### src/rtl/sent_cmd_dispatch.sv
// SENT command dispatcher: parses UDP command frames and routes parameter
// updates and data words to the per-channel SENT transmitters.
module sent_cmd_dispatch #(
  parameter int unsigned SENT_NUM       = 2,
  parameter int unsigned ID_SENT_PARAM  = 2,
  parameter int unsigned ID_SENT_DATA   = 3,
  parameter int unsigned DATA_MAX_WORDS = 6
) (
  input  logic                clk,
  input  logic                rst,
  input  logic [31:0]         rx_axis_udp_tdata,
  input  logic                rx_axis_udp_tvalid,
  input  logic                rx_axis_udp_tlast,
  input  logic [SENT_NUM-1:0] sent_ready,
  input  logic [SENT_NUM-1:0] sent_fifo_pfull,
  output logic [SENT_NUM-1:0] cfg_wr,
  output logic [7:0]          cfg_ctick_len,
  output logic [7:0]          cfg_ltick_len,
  output logic [1:0]          cfg_pause_mode,
  output logic [15:0]         cfg_pause_len,
  output logic                cfg_crc_mode,
  output logic [SENT_NUM-1:0] fifo_wr,
  output logic [31:0]         fifo_wdata,
  output logic                frame_err,
  output logic [1:0]          err_code,
  output logic [15:0]         err_cnt
);

  localparam int unsigned CH_W  = (SENT_NUM > 1) ? $clog2(SENT_NUM) : 1;
  localparam int unsigned CNT_W = $clog2(DATA_MAX_WORDS + 1);

  localparam logic [1:0] ERR_ADDR  = 2'd1;
  localparam logic [1:0] ERR_BUSY  = 2'd2;
  localparam logic [1:0] ERR_FRAME = 2'd3;

  typedef enum logic [2:0] {
    S_IDLE,
    S_PARAM1,
    S_PARAM2,
    S_DATA,
    S_DROP
  } state_t;

  state_t            state;
  logic [CH_W-1:0]   ch_q;
  logic [CNT_W-1:0]  cnt_q;
  logic [7:0]        p1_ctick;
  logic [7:0]        p1_ltick;
  logic [1:0]        p1_pmode;
  logic [7:0]        p1_plen_hi;

  logic [15:0]       hdr_id_c;
  logic [7:0]        hdr_ch_c;
  logic [CH_W-1:0]   hdr_idx_c;
  logic              is_param_c;
  logic              is_data_c;
  logic              ch_ok_c;
  logic [15:0]       plen_c;
  logic              range_ok_c;
  logic              cnt_full_c;
  logic              err_fire_c;
  logic [1:0]        err_val_c;
  logic              apply_c;

  // Header decode and parameter range checks on the current beat
  always_comb begin
    hdr_id_c   = rx_axis_udp_tdata[31:16];
    hdr_ch_c   = rx_axis_udp_tdata[15:8];
    hdr_idx_c  = CH_W'(hdr_ch_c);
    is_param_c = (hdr_id_c == 16'(ID_SENT_PARAM));
    is_data_c  = (hdr_id_c == 16'(ID_SENT_DATA));
    ch_ok_c    = ({24'd0, hdr_ch_c} < SENT_NUM);
    plen_c     = {p1_plen_hi, rx_axis_udp_tdata[31:24]};
    range_ok_c = (p1_ctick >= 8'd3) && (p1_ctick <= 8'd90) &&
                 (p1_ltick >= 8'd4) && (p1_pmode <= 2'd2) &&
                 ((p1_pmode == 2'd0) || ((plen_c >= 16'd12) && (plen_c <= 16'd768)));
    cnt_full_c = (cnt_q >= CNT_W'(DATA_MAX_WORDS));
  end

  // Per-beat drop/apply decision; an error is raised only once per frame
  always_comb begin
    err_fire_c = 1'b0;
    err_val_c  = 2'd0;
    apply_c    = 1'b0;
    if (rx_axis_udp_tvalid) begin
      unique case (state)
        S_IDLE: begin
          if (rx_axis_udp_tlast) begin
            err_fire_c = 1'b1;
            err_val_c  = ERR_FRAME;
          end else if ((!is_param_c && !is_data_c) || !ch_ok_c) begin
            err_fire_c = 1'b1;
            err_val_c  = ERR_ADDR;
          end else if (is_data_c && sent_fifo_pfull[hdr_idx_c]) begin
            err_fire_c = 1'b1;
            err_val_c  = ERR_BUSY;
          end
        end
        S_PARAM1: begin
          if (rx_axis_udp_tlast) begin
            err_fire_c = 1'b1;
            err_val_c  = ERR_FRAME;
          end
        end
        S_PARAM2: begin
          if (!rx_axis_udp_tlast || !range_ok_c) begin
            err_fire_c = 1'b1;
            err_val_c  = ERR_FRAME;
          end else if (!sent_ready[ch_q]) begin
            err_fire_c = 1'b1;
            err_val_c  = ERR_BUSY;
          end else begin
            apply_c = 1'b1;
          end
        end
        S_DATA: begin
          if (rx_axis_udp_tlast && cnt_full_c) begin
            err_fire_c = 1'b1;
            err_val_c  = ERR_FRAME;
          end
        end
        default: ;
      endcase
    end
  end

  // Frame FSM with registered strobes, buses and error reporting
  always_ff @(posedge clk) begin
    if (rst) begin
      state          <= S_IDLE;
      ch_q           <= '0;
      cnt_q          <= '0;
      p1_ctick       <= '0;
      p1_ltick       <= '0;
      p1_pmode       <= '0;
      p1_plen_hi     <= '0;
      cfg_wr         <= '0;
      cfg_ctick_len  <= '0;
      cfg_ltick_len  <= '0;
      cfg_pause_mode <= '0;
      cfg_pause_len  <= '0;
      cfg_crc_mode   <= 1'b0;
      fifo_wr        <= '0;
      fifo_wdata     <= '0;
      frame_err      <= 1'b0;
      err_code       <= '0;
      err_cnt        <= '0;
    end else begin
      cfg_wr    <= '0;
      fifo_wr   <= '0;
      frame_err <= err_fire_c;
      if (err_fire_c) begin
        err_code <= err_val_c;
        if (err_cnt != 16'hFFFF) err_cnt <= err_cnt + 16'd1;
      end
      if (apply_c) begin
        cfg_wr         <= SENT_NUM'(1) << ch_q;
        cfg_ctick_len  <= p1_ctick;
        cfg_ltick_len  <= p1_ltick;
        cfg_pause_mode <= p1_pmode;
        cfg_pause_len  <= plen_c;
        cfg_crc_mode   <= rx_axis_udp_tdata[16];
      end
      if (rx_axis_udp_tvalid) begin
        unique case (state)
          S_IDLE: begin
            if (!rx_axis_udp_tlast) begin
              if (err_fire_c) begin
                state <= S_DROP;
              end else if (is_param_c) begin
                ch_q  <= hdr_idx_c;
                state <= S_PARAM1;
              end else begin
                ch_q  <= hdr_idx_c;
                cnt_q <= '0;
                state <= S_DATA;
              end
            end
          end
          S_PARAM1: begin
            p1_ctick   <= rx_axis_udp_tdata[31:24];
            p1_ltick   <= rx_axis_udp_tdata[23:16];
            p1_pmode   <= rx_axis_udp_tdata[9:8];
            p1_plen_hi <= rx_axis_udp_tdata[7:0];
            state      <= rx_axis_udp_tlast ? S_IDLE : S_PARAM2;
          end
          S_PARAM2: begin
            state <= rx_axis_udp_tlast ? S_IDLE : S_DROP;
          end
          S_DATA: begin
            // Overflow beats are swallowed; the count saturates at the limit
            if (!cnt_full_c) begin
              fifo_wr    <= SENT_NUM'(1) << ch_q;
              fifo_wdata <= rx_axis_udp_tdata;
              cnt_q      <= cnt_q + CNT_W'(1);
            end
            if (rx_axis_udp_tlast) state <= S_IDLE;
          end
          S_DROP: begin
            if (rx_axis_udp_tlast) state <= S_IDLE;
          end
          default: state <= S_IDLE;
        endcase
      end
    end
  end

endmodule

### config.mk
export PLATFORM = sky130hd
export DESIGN_NAME = sent_cmd_dispatch
export DESIGN_NICKNAME = d
export VERILOG_FILES = /design/src/rtl/sent_cmd_dispatch.sv
export SDC_FILE = /design/constraint.sdc
export NUM_CORES = 1
export LEC_CHECK = 0
export CAP_MARGIN = 25
export CORE_MARGIN = 3
export CORE_UTILIZATION = 50
export DETAILED_ROUTE_END_ITERATION = 8
export GPL_ROUTABILITY_DRIVEN = 0
export PLACE_DENSITY_LB_ADDON = 0.2
export RECOVER_POWER = 25
export SLEW_MARGIN = 20
export SYNTH_ARGS = -nofsm -noshare
export SYNTH_HDL_FRONTEND = slang
export SYNTH_SLANG_ARGS = --single-unit
### constraint.sdc
create_clock -name clk -period 4.7 [get_ports clk]
set_input_delay 0.94 -clock clk [delete_from_list [all_inputs] [get_ports clk]]
set_output_delay 0.94 -clock clk [all_outputs]
set_load 0.02 [all_outputs]
# Word level (Yosys, flattened, before mapping)
# Cells that the tools add are included.
dict set report word_totals {
  register_bits 123
  input_bits 40
  wordCells 115
}
dict set report classes {
  n_shift 1
  eq_ne 12
  n_addsub 2
  bitwise 6
  mux 38
  n_reduce_logical 28
  n_lt_le_gt_ge 10
}
# cell n
set op_table {}
lappend op_table {{$eq A16 B2 Y1 const B} 2}
lappend op_table {{$mux W3} 8}
lappend op_table {{$mux W2} 10}
lappend op_table {{$add A16 B1 Y16 const B} 1}
lappend op_table {{$ge A16 B4 Y1 const B} 1}
lappend op_table {{$le A16 B10 Y1 const B} 1}
lappend op_table {{$mux W1} 16}
lappend op_table {{$ne A16 B16 Y1 const B} 1}
lappend op_table {{$pmux W3 S4} 1}
lappend op_table {{$ge A8 B2 Y1 const B} 1}
lappend op_table {{$ge A8 B3 Y1 const B} 1}
lappend op_table {{$le A8 B7 Y1 const B} 1}
lappend op_table {{$logic_and A1 B1 Y1} 8}
lappend op_table {{$lt A8 B2 Y1 const B} 1}
lappend op_table {{$ne A2 B2 Y1 const B} 4}
lappend op_table {{$pmux W2 S4} 1}
lappend op_table {{$eq A3 B2 Y1 const B} 2}
lappend op_table {{$not A1 Y1} 6}
lappend op_table {{$pmux W3 S2} 1}
lappend op_table {{$reduce_and A3 Y1} 2}
lappend op_table {{$reduce_and A6 Y1} 1}
lappend op_table {{$logic_not A1 Y1} 5}
lappend op_table {{$lt A1 B2 Y1 const B} 2}
lappend op_table {{$pmux W1 S4} 1}
lappend op_table {{15 further kinds} 19}

# Depth between registers and ports, before layout
dict set report depth {
  depth_word 13
  depth_mapped 9
  mapped_depth_nobuf 7
}

# Worst setup path before layout
# No wires, ideal clock.
dict set report synth_path {
  kind {input port to flip-flop}
  from {input rx_axis_udp_tlast}
  to {register err_cnt[11]}
  arrival_time_ps 2632
  setup_time_ps 121
  slack_ps 1946
  cell_stages 9
  cell_sequence {buf_6 > inv_2 > a211o_1 > a2111oi_1 > a31o_1 > buf_6 > buf_12 > a211oi_2 > mux2_4}
}
dict set report synth_between {
  elab_chain_cells 6
  word_cells_on_any_way 10
  cone_classes {6 x mux; 4 x reduce/logical}
}
# element line
set synth_lines {}
lappend synth_lines {{start, declared} 13} ;# input logic rx_axis_udp_tlast,
lappend synth_lines {{$logic_not A1 Y1} --}
lappend synth_lines {{$logic_or A1 B1 Y1} 106} ;# if (!rx_axis_udp_tlast || !range_ok_c) begin
lappend synth_lines {{$mux W1} 106}
lappend synth_lines {{$pmux W1 S4 *} 86} ;# unique case (state)
lappend synth_lines {{$mux W1 *} 85} ;# if (rx_axis_udp_tvalid) begin
lappend synth_lines {{$reduce_and A2 Y1 (no source line) *} --}
lappend synth_lines {{end signal, assigned} 154} ;# if (err_cnt != 16'hFFFF) err_cnt <= err_cnt + 16'd1;
lappend synth_lines {{end, declared} 26} ;# output logic [15:0] err_cnt
# Every way passes the cells marked *; elsewhere a longest branch is shown, timed or not.
# A chain may end at the register's enable or synchronous reset.

# Final worst setup path
dict set report layout_path {
  from {input rx_axis_udp_tlast}
  to {register err_cnt[7]}
}
# Same word-level chain as after synthesis.

==> flow_summary.json <==
{
  "setup_viol": 0,
  "die_width_um": 108,
  "numClockSinks": 123,
  "total_power_mw": 2.55,
  "drc": 0,
  "rsz0062_at_grt": "false",
  "cts-resized-gates": 0,
  "io_pins": 130,
  "max_freq_mhz": 282,
  "drt_iter0_markers": 307,
  "die_area_um2": 11600,
  "vias": 4777,
  "finalSetupTns_ns": 0,
  "ys_async_sr_fraction": 0,
  "first_global_vias": 4744,
  "drt-total-wl_mm": 14.3,
  "drv_slew": 35,
  "ir_drop_mv": 0.295,
  "initial_core_util": 0.522,
  "min_period_ns": 3.55,
  "fp.dieH_um": 108,
  "status": "finished, violations left",
  "clock_skew_ns": 0.0111,
  "insertion_delay_ns": 0.51,
  "cts_buffer_depth": 2,
  "hold_path_class": "reg -> reg",
  "worstPathRequired_ns": 5.10,
  "syn_area_um2": 5170,
  "globalRouteTotalUtil": 0.252,
  "clk_pin_slew_worst_paths_ns": 0.06,
  "power_density_nw_per_um2": 358,
  "coreArea_um2": 9910,
  "max_cap_violations": 1,
  "ctsHoldBuffers": 0,
  "postCtsSetupBuffers": 0,
  "dr.pass1.iters": 5,
  "crit_type": "in -> reg",
  "cts_max_level": 4,
  "wl_per_cell_um": 16.7,
  "synth_cells": 597,
  "cts_tree": "done",
  "synth_seq_area_share": 0.476,
  "period_share": 0.756,
  "leakagePower_nw": 2.74,
  "fillCellCount": 762,
  "grt_antenna_before_repair": 0,
  "port_buffers": 129,
  "grt_pass1_wl_mm": 23.3,
  "synth_cell_types": 55,
  "clockRootBuffer": "clkbuf_8",
  "antenna_left": 0,
  "n_antenna_cell": 0,
  "viasPerCell": 5.57,
  "violations": "max-capacitance violations, max-slew violations",
  "cp_data_arrival_time_ns": 3.95,
  "synth.ff_latch_count": 123,
  "finalHoldViolations": 0,
  "path_max_fanout": 17,
  "worst_setup_path_start_kind": "input pin",
  "grt_max_degree": 97,
  "rr_worst_depth": 6,
  "synth_edf_count": 0,
  "relSlewSlack": -0.130,
  "synth_ff_type": "dfxtp_1",
  "worstSetupEndpointType": "flop",
  "grt-ovfl-total": 0,
  "worst_pin_slew_ns": 1.69,
  "min_path_cells": 2,
  "hpwl_mm": 9.67,
  "cts_made_buffers": 17,
  "yosys_warnings": 0,
  "layout-drive-gt1-share": 0.0843,
  "syn-num-nets": 639,
  "area_delta_synth_final_pct": 37.4,
  "nets": 753,
  "avgSynthCellArea_um2": 8.66,
  "rows": 36
}
## critical path, stage by stage
cell             delay [ns]
clkdlybuf4s50_1        0.71
inv_2                  0.11
a211o_1                0.24
a2111oi_1              0.64
a31o_1                 0.76
a211oi_1               0.19
mux2_1                 0.35
## path summary, 6_finish.rpt
kind,slack (ns),to,startpoint
worst max-delay path,1.15,err_cnt[7],rx_axis_udp_tlast
worst min-delay path,0.46,fifo_wdata[14],fifo_wdata[14]
worst max register to register,1.87,err_cnt[7],p1_ctick[6]
worst min register to register,0.46,fifo_wdata[14],fifo_wdata[14]
## synthesized netlist by cell type (2+ instances only)
master / n / area (µm²)
inv_1: 4 / 15.0
nor3_1: 11 / 55.1
o31ai_1: 2 / 15.0
nand2_1: 134 / 503
mux2i_1: 38 / 380
buf_2: 7 / 35.0
nand2b_1: 2 / 12.5
nand4_1: 5 / 31.3
ha_1: 2 / 25.0
nor4_4: 2 / 42.5
nand3_1: 12 / 60.1
a211oi_2: 3 / 37.5
a31oi_1: 2 / 12.5
dfxtp_1: 123 / 2460
and4_1: 2 / 17.5
a211oi_1: 9 / 67.6
nor2b_1: 16 / 100
nor3b_1: 3 / 22.5
and3_1: 3 / 18.8
a21oi_2: 2 / 17.5
clkbuf_1: 28 / 105
buf_6: 3 / 33.8
mux2_4: 4 / 60.1
o21ai_0: 3 / 15.0
mux2_1: 4 / 45.0
a211o_1: 3 / 26.3
nor2_1: 58 / 218
or4_1: 3 / 22.5
mux2_2: 7 / 78.8
a21oi_1: 70 / 350
o211ai_1: 7 / 52.6
a221oi_1: 2 / 17.5
## where the power goes
group,total (mW),switching (mW),internal [mW]
logic,0.117,0.0664,0.0510
clock network,1.38,0.482,0.893
registers,1.05,0.00650,1.05
total,2.55,0.555,1.99
## layout by cell type (no fill, tap or decap), drive strengths merged, types with 5 or more instances in the layout
cell | netlist | routed
mux2 | 15 | 15
buf | 12 | 5
inv | 5 | 7
clkbuf | 28 | 21
mux2i | 38 | 38
clkdlybuf4s50 | 0 | 127
nand3 | 12 | 12
nor2 | 58 | 58
a211oi | 12 | 12
nand4 | 6 | 6
dfxtp | 123 | 123
nor3 | 11 | 11
a21oi | 72 | 72
nand2 | 134 | 134
o211ai | 7 | 7
clkinv | 0 | 5
nor2b | 16 | 16
## state kept, by name, summed over array words and instances (netlist names), 3 cells and up
signal,cells
fifo_wdata,32
cfg_pause_len,16
cfg_ctick_len,8
cnt_q,3
p1_plen_hi,8
p1_ctick,8
state,3
err_cnt,16
p1_ltick,8
cfg_ltick_len,8
## area by class of cell
class                      count  area (µm²)  area share
multi-input combinational    429        2500       0.352
sequential                   123        2460       0.346
timing repair buffer         135        1330       0.187
clock buffer                  19         442      0.0621
clock inverter                13         189      0.0266
tap                          133         166      0.0234
inverter                       5        18.8     0.00264
## per-stage QoR
stage | utilization | hold WS (ns) | setup WS, ns | area [µm²] | cells
6_report | 0.717 | 0.458 | 1.15 | 7110 | 857
5_1_grt | 0.717 | 0.481 | 0.933 | 7110 | 857
4_1_cts | 0.717 | 0.457 | 1.21 | 7110 | 856
3_5_place_dp | 0.654 | 0.446 | 0.666 | 6480 | 824
3_3_place_gp | 0.654 | 0.442 | 0.808 | 6480 | 824
2_1_floorplan | - | 0.436 | 1.95 | 5170 | 597
## logic make-up after synthesis
| family | synth area share |
|---|---|
| and+or+nand+nor | 0.229 |
| adders and majority gates | 0.00484 |
| muxes | 0.109 |
| buffers and inverters | 0.0418 |
| AOI/OAI and AO/OA | 0.139 |
| DFF | 0.476 |
## routing by layer
metal,track usage,part of all wire,vias to the layer above
met3,0.0930,0.090,31
met5,0,0,-
met1,0.290,0.40,2280
li1,-,-,2276
met2,0.429,0.49,190
met4,0.0875,0.023,0
Power figures use the tool's default switching activity.
